File: src/rtl/lza_shift_encoder.sv
// lza_shift_encoder
//   Two-stage leading-zero encoder for the LZA indicator string of an FP adder.
//   S1 splits f into seven 8-bit groups (group 0 = bits 55:48, group 6 = bits
//   7:0) and registers a nonzero flag plus a 3-bit in-group leading-zero count
//   for each group. S2 picks the most significant nonzero group and registers
//   the final count. The stages are joined by a valid/ready handshake, so there
//   is one result per cycle when the consumer never stalls.
//
// Ports
//   clk        : sole clock, rising edge
//   rst_n      : synchronous active-low reset
//   in_valid   : f is valid this cycle
//   in_ready   : block accepts f this cycle (forced low while rst_n is low)
//   f[55:0]    : indicator string, bit 55 is the MSB
//   out_valid  : lz_cnt / all_zero hold a result
//   out_ready  : consumer takes the result this cycle
//   lz_cnt[5:0]: leading zeros of f counted from bit 55, range 0..56
//   all_zero   : f was all zeros (lz_cnt is then 56)
module lza_shift_encoder #(
  parameter int W   = 56,  // only 56 is supported
  parameter int GRP = 8    // group width; W/GRP groups
) (
  input  logic         clk,
  input  logic         rst_n,
  input  logic         in_valid,
  output logic         in_ready,
  input  logic [W-1:0] f,
  output logic         out_valid,
  input  logic         out_ready,
  output logic [5:0]   lz_cnt,
  output logic         all_zero
);

  localparam int NG = W / GRP;

  // Leading-zero count inside one 8-bit group. An all-zero group returns 0;
  // its nonzero flag keeps it from ever being selected.
  function automatic logic [2:0] grp_lzc(input logic [7:0] b);
    logic [2:0] c;
    casez (b)
      8'b1???????: c = 3'd0;
      8'b01??????: c = 3'd1;
      8'b001?????: c = 3'd2;
      8'b0001????: c = 3'd3;
      8'b00001???: c = 3'd4;
      8'b000001??: c = 3'd5;
      8'b0000001?: c = 3'd6;
      8'b00000001: c = 3'd7;
      default:     c = 3'd0;
    endcase
    return c;
  endfunction

  // Final encode: {all_zero, lz_cnt}. Groups are scanned from the least
  // significant upward so that the lowest-index nonzero group is the last
  // to write the result, giving priority to the most significant group.
  function automatic logic [6:0] grp_select(input logic [NG-1:0]   nz,
                                             input logic [3*NG-1:0] cnt);
    logic [6:0] r;
    r = {1'b1, 6'd56};
    for (int g = NG - 1; g >= 0; g--) begin
      if (nz[g]) begin
        r = {1'b0, 6'(GRP * g) + {3'b000, cnt[3*g +: 3]}};
      end else begin
        r = r;
      end
    end
    return r;
  endfunction

  // Stage 1 state
  logic              s1_valid_r;
  logic [NG-1:0]     grp_nz_r;
  logic [3*NG-1:0]   grp_cnt_r;

  // Stage 2 state (drives the outputs directly)
  logic              out_valid_r;
  logic [5:0]        lz_cnt_r;
  logic              all_zero_r;

  // Combinational helpers
  logic              s2_ready_s;
  logic              s1_ready_s;
  logic [NG-1:0]     grp_nz_s;
  logic [3*NG-1:0]   grp_cnt_s;
  logic [6:0]        sel_s;

  // Handshake: a stage may load when it is empty or its contents leave this edge.
  always_comb begin
    s2_ready_s = !out_valid_r || out_ready;
    s1_ready_s = !s1_valid_r || s2_ready_s;
    in_ready   = s1_ready_s && rst_n;
  end

  // Per-group nonzero flag and in-group leading-zero count from the raw input.
  always_comb begin
    grp_nz_s  = '0;
    grp_cnt_s = '0;
    for (int g = 0; g < NG; g++) begin
      grp_nz_s[g]         = |f[W-1-GRP*g -: GRP];
      grp_cnt_s[3*g +: 3] = grp_lzc(f[W-1-GRP*g -: GRP]);
    end
  end

  // Group priority selection on the registered stage-1 data.
  always_comb begin
    sel_s = grp_select(grp_nz_r, grp_cnt_r);
  end

  // Stage 1 register: loads whenever it can move, keeping data on a stall.
  always_ff @(posedge clk) begin
    if (!rst_n) begin
      s1_valid_r <= 1'b0;
      grp_nz_r   <= '0;
      grp_cnt_r  <= '0;
    end else if (s1_ready_s) begin
      s1_valid_r <= in_valid;
      if (in_valid) begin
        grp_nz_r  <= grp_nz_s;
        grp_cnt_r <= grp_cnt_s;
      end
    end
  end

  // Stage 2 register: result held stable while the consumer stalls; the data
  // fields keep their last value when the stage drains.
  always_ff @(posedge clk) begin
    if (!rst_n) begin
      out_valid_r <= 1'b0;
      lz_cnt_r    <= 6'd0;
      all_zero_r  <= 1'b0;
    end else if (s2_ready_s) begin
      out_valid_r <= s1_valid_r;
      if (s1_valid_r) begin
        lz_cnt_r   <= sel_s[5:0];
        all_zero_r <= sel_s[6];
      end
    end
  end

  assign out_valid = out_valid_r;
  assign lz_cnt    = lz_cnt_r;
  assign all_zero  = all_zero_r;

endmodule

File: config.mk
export PLATFORM = sky130hd
export DESIGN_NAME = lza_shift_encoder
export DESIGN_NICKNAME = d
export VERILOG_FILES = /design/src/rtl/lza_shift_encoder.sv
export SDC_FILE = /design/constraint.sdc
export NUM_CORES = 1
export LEC_CHECK = 0
export CORE_ASPECT_RATIO = 0.9
export CORE_MARGIN = 1
export CORE_UTILIZATION = 41
export DETAILED_ROUTE_END_ITERATION = 10
export MAX_ROUTING_LAYER = met4
export PLACE_DENSITY = 0.76
export SKIP_LAST_GASP = 1
export SYNTH_ARGS = -nofsm -noshare
export SYNTH_HDL_FRONTEND = slang
export SYNTH_SLANG_ARGS = --single-unit
File: constraint.sdc
create_clock -name clk -period 1.2 [get_ports clk]
set_input_delay 0.24 -clock clk [delete_from_list [all_inputs] [get_ports clk]]
set_output_delay 0.24 -clock clk [all_outputs]
set_load 0.03 [all_outputs]
==> results.ini, run 1 <==
[outcome]
outcome=finished with violations
violations=setup timing

[power]
ir_worst_vdd_v=0.000437
combPwrFrac_pct=25.7
leakage_nw=1.27
p_clk_share_pct=30.9
powerDensity_nw_per_um2=920
seq_power_share_pct=43.5
swShare_pct=27.8
p_switching_mw=0.857
intPower_mw=2.23
finalPower_mw=3.09

[setup_path]
worst_ep_arrival_time_ps=1060
crit_fanout=5
required_ps=960
r2r_slack_ps=-70
r2r_cells=6
critPathKind=reg2out
crit_path_start_kind=flop
cp-end-kind=output port
r2r-end=grp_cnt_r[3]
r2r-start=out_valid

[sta]
fmax_mhz=767
fin_ws_ps=-103
fin_crit_sh_pct=109
slew_violations=0
slew_headroom_pct=71.4
tightest_slew_ps=425
tns_ps=-695
fin_hold_ws_ps=387
finalHoldViolCount=0
finalSetupViolations=19
rsz0062_at_grt=yes
finClkSkew_ps=4.40
period_minus_slack_ps=1300

[global_routing]
antenna_found_initial=0
grt_util_met1_pct=29.0
grt_pass1_wl_mm=8.73
busiest_layer=met2
use_met2_pct=38.6
use_met3_pct=4.57
grt_usage_pct=23.2
grt_max_degree=22
gr-total-overflow=0
grt_pass1_vias=1967

[synth]
ys_async_sr_fraction_pct=0
ys_seq_elements=37
postSynthAreaPerCell_um2=7.58
synth_nets=321
synth_flop_cell=dfxtp_1
syn_inst=261
netlist_area_um2=1980
synth_edf_count=0
yosys_warnings=0
yosysUniqueCellTypes=33
yosysSeqAreaShare_pct=37.4

[min_path]
holdPathEnd=s1_valid_r
min_from=in_valid
min_path_cells=3
hold_path_class=in2reg

[drt]
drc_errors=0
vias=2344
drt_iter0_drc=134
ant_nets=0
wl_mm=6.48
wl_per_cell_um=15.4
dr.pass1.iters=4
viasPerCell=5.58

[clock_network]
cts.clk_slew.worst_paths_ps=70
hold_buffers=0
numCtsBuffers=5
cts_tree=done
cts_max_path_buffers=2
htreeDepth=2
clock_latency_ps=290
cts_sinks=37
root_buffer=clkbuf_8

[floorplanning]
initial_core_util_pct=43.5
rows=23
die_y_um=67.9
io_pins=69
die_area_um2=5110
die_w_um=75.2
fp.coreArea_um2=4550

[place]
dp_hpwl_mm=3.94
io_buffers=68
gp_congestion=0.789
dp.cells=400

[finish]
area_growth_pct=69.5
diodes=0
drive_gt1_share_pct=27.1
finish.net_count=417
stdcell_count=420
layout_commonest_cell=clkdlybuf4s50_1
final_cell_mix=clkdlybuf4s50_1, dfxtp_1, buf_4
final_util_pct=73.8

[run]
cap_violations=0

cell usage after synthesis, types with 6 or more instances:
cell	number	share of area, %
a21oi_1	37	9.4
dfxtp_1	37	37
nor2_1	30	5.7
nand2_1	29	5.5
nor4_1	15	4.7
nor2b_1	12	3.8
o21ai_0	12	3.0
inv_1	10	1.9
nor3_1	8	2.0
a211o_1	7	3.1
a311oi_1	7	3.1
nand3b_1	7	2.7
o311ai_0	7	3.1
a31oi_1	6	1.9
clkbuf_1	6	1.1
cell families after synthesis:
logic type	synth area share, %
buffers and inverters	5.69
DFF	37.4
and+or+nand+nor	29.0
AOI/OAI and AO/OA	27.9
power groups by stage:
| stage | Combinational [mW] | Sequential, mW | Clock (mW) |
|---|---|---|---|
| 4_1_cts | 0.676 | 1.33 | 0.955 |
| 2_1_floorplan | 0.281 | 1.36 | 0 |
| 6_report | 0.792 | 1.34 | 0.954 |
| 3_3_place_gp | 0.634 | 1.36 | 0 |
| 3_5_place_dp | 0.643 | 1.37 | 0 |
| 5_1_grt | 0.849 | 1.35 | 1.02 |
sequential cells by signal, indices dropped and copies added, names as in the netlist:
name and cells:
s1_valid_r 1, lz_cnt 6, all_zero 1, grp_cnt_r 21, out_valid 1, grp_nz_r 7
worst max path at each step:
stage                   start   endpoint  cells after the start
global placement    out_ready  lz_cnt[2]                      5
global route        out_valid   in_ready                      3
CTS                 out_valid   in_ready                      3
detailed placement  out_ready  lz_cnt[2]                      5
floorplan           out_valid  lz_cnt[0]                      4
finish              out_valid   in_ready                      3
through the flow:
stage / instance area, µm² / worst slack [ps]
detailed placement: 2870 / -462
global placement: 2870 / -404
finish: 3360 / -103
floorplan: 2040 / 1.19
CTS: 3070 / -91.8
global route: 3360 / -136
final cells by class:
type / instances / area [µm²]
multi-input cells: 202 / 1390
fillers: 353 / 1190
repair buffers: 100 / 992
flip-flops and latches: 37 / 753
clock buffers: 7 / 96.3
well taps: 62 / 77.6
inverters: 11 / 41.3
clock inverters: 1 / 5.00
metal layers:
layer / routed length (µm) / up-vias
met5: 0 / -
met1: 2870 / 1085
met4: 174 / 0
li1: - / 1155
met2: 3090 / 90
met3: 350 / 14
worst max-delay path, cell delays in order (launching register included):
cell and delay, ps:
dfxtp_4 380, nand3b_4 110, and2_4 150, buf_6 130
what timing repair did:
item,4_1_cts,5_1_grt
hold endpoints to repair,0,0
gates cloned,1,4
setup endpoints to repair,35,35
setup buffers,5,2
gates resized for setup,14,50
pin swaps,5,12
Note: power is estimated with default switching activity, not from simulation.
==> run 2: changes to the inputs <==
ABC_CLOCK_PERIOD_IN_PS = 1200   (was unset)
SETUP_SLACK_MARGIN = 0.1   (was unset)
==> results.ini, run 2 (synthesis gave the netlist of run 1 again) <==
[finish]
multiInputGateArea_um2=1400  ; +0.45%
final_util_pct=74.1  ; +0.28 points
stdcell_count=426  ; +1.4%
finish.net_count=424  ; +1.7%
area_growth_pct=70.2
ff_latch_area_um2=757  ; +0.50%
max_flop_register=grp_cnt_r
final_cell_mix=clkdlybuf4s50_1, buf_4, dfxtp_1
fillers=346  ; -2.0%
drive_gt1_share_pct=29.1  ; +2.0 points
layout_commonest_cell=clkdlybuf4s50_1
diodes=0  ; unchanged
largest_reg_flops=21  ; unchanged

[sta]
slew_headroom_pct=71.8  ; +0.34 points
slew_violations=0  ; unchanged
fin_crit_sh_pct=109  ; about the same
fin_hold_ws_ps=449  ; +61.7 ps
fin_ws_ps=-103  ; -0.304 ps
fmax_mhz=767  ; about the same
tns_ps=-842  ; -147 ps
finalHoldViolCount=0  ; unchanged
finClkSkew_ps=3.17  ; -1.23 ps
period_minus_slack_ps=1300  ; +0.304 ps
tightest_slew_ps=420  ; -5.38 ps
rsz0062_at_grt=yes
finalSetupViolations=22  ; +3

[drt]
wl_mm=6.54  ; +0.91%
viasPerCell=5.70  ; +2.1%
ant_nets=0  ; unchanged
drt_iter0_drc=101  ; -25%
drc_errors=0  ; unchanged
vias=2427  ; +3.5%
wl_per_cell_um=15.4  ; -0.51%
dr.pass1.iters=4  ; unchanged

[power]
powerDensity_nw_per_um2=901  ; -2.1%
finalPower_mw=3.03  ; -1.7%
leakage_nw=1.25  ; -1.8%
ir_worst_vdd_v=0.000490  ; +12%

[clock_network]
root_buffer=clkbuf_8
htreeDepth=2  ; unchanged
cts_sinks=37  ; unchanged
cts_tree=done
numCtsBuffers=5  ; unchanged
cts.clk_slew.worst_paths_ps=70  ; about the same
cts_max_path_buffers=2  ; unchanged
clock_latency_ps=290  ; about the same

[setup_path]
crit_path_start_kind=flop
critPathKind=reg2reg
crit_fanout=9  ; +4
cp-end-kind=flop
required_ps=1420  ; +460 ps
worst_ep_arrival_time_ps=1520  ; +460 ps

[global_routing]
grt_max_degree=23  ; +4.5%
gr-total-overflow=0  ; unchanged
grt_usage_pct=26.1  ; +2.9 points
grt_pass1_wl_mm=9.68  ; +11%
grt_pass1_vias=2162  ; +9.9%
antenna_found_initial=0  ; unchanged

[floorplanning]
initial_core_util_pct=43.5  ; unchanged
die_y_um=67.9  ; unchanged
io_pins=69  ; unchanged
fp.coreArea_um2=4550  ; unchanged
rows=23  ; unchanged
die_w_um=75.2  ; unchanged
die_area_um2=5110  ; unchanged

[run]
cap_violations=0  ; unchanged

[place]
gp_congestion=0.875  ; +11%
dp_hpwl_mm=4.06  ; +3.1%
io_buffers=68  ; unchanged
dp.cells=405  ; +1.3%

[outcome]
violations=setup timing
outcome=finished with violations

[min_path]
hold_path_class=reg2reg

run 2: layout make-up:
class | count | area share (%)
clock buffer | 7 | 2.56
inverter | 11 | 1.23
timing repair buffer | 106 | 30.0
tap | 62 | 2.30
sequential | 37 | 22.5
multi-input combinational | 203 | 41.5
run 2: what timing repair did:
action / in CTS / in global routing
resized for setup: 23 / 41
pin swaps: 9 / 14
buffers inserted: 3 / 6
hold buffers: 0 / 0
setup endpoints to repair: 36 / 35
cloned: 3 / 2
run 2: power breakdown:
group          internal [mW]  leakage [nW]  total (mW)  switching (mW)
Clock                  0.455        0.0443       0.872           0.417
Sequential              1.28         0.305        1.35          0.0621
Combinational          0.446         0.898       0.816           0.370
run 2: final timing paths:
check / startpoint / slack [ps] / cells after the start / endpoint
max: out_valid / -100 / 6 / grp_cnt_r[15]
max reg2reg: out_valid / -100 / 6 / grp_cnt_r[15]
min: lz_cnt[4] / 450 / 2 / lz_cnt[4]
min reg2reg: lz_cnt[4] / 450 / 2 / lz_cnt[4]
run 2: layer usage:
| layer | global-route usage, % | share of wire [%] | vias up |
|---|---|---|---|
| met1 | 30.3 | 42 | 1136 |
| met3 | 6.33 | 6.4 | 14 |
| met5 | - | 0 | - |
| met4 | 9.03 | 2.0 | 0 |
| li1 | - | - | 1177 |
| met2 | 44.1 | 49 | 100 |
run 2: through the flow:
stage          setup slack, ps  cell area (µm²)
4_1_cts                  -80.2             3140
3_5_place_dp              -441             2910
5_1_grt                   -130             3370
6_report                  -103             3370
3_3_place_gp              -392             2910
2_1_floorplan             8.83             2040
run 2: worst max-delay path, cell delays in order, from the launching register on:
cell and delay [ps]:
dfxtp_4 360, nand3b_4 80, buf_4 140, nand2_8 80, buf_16 180, a211o_1 240
a21oi_1 140
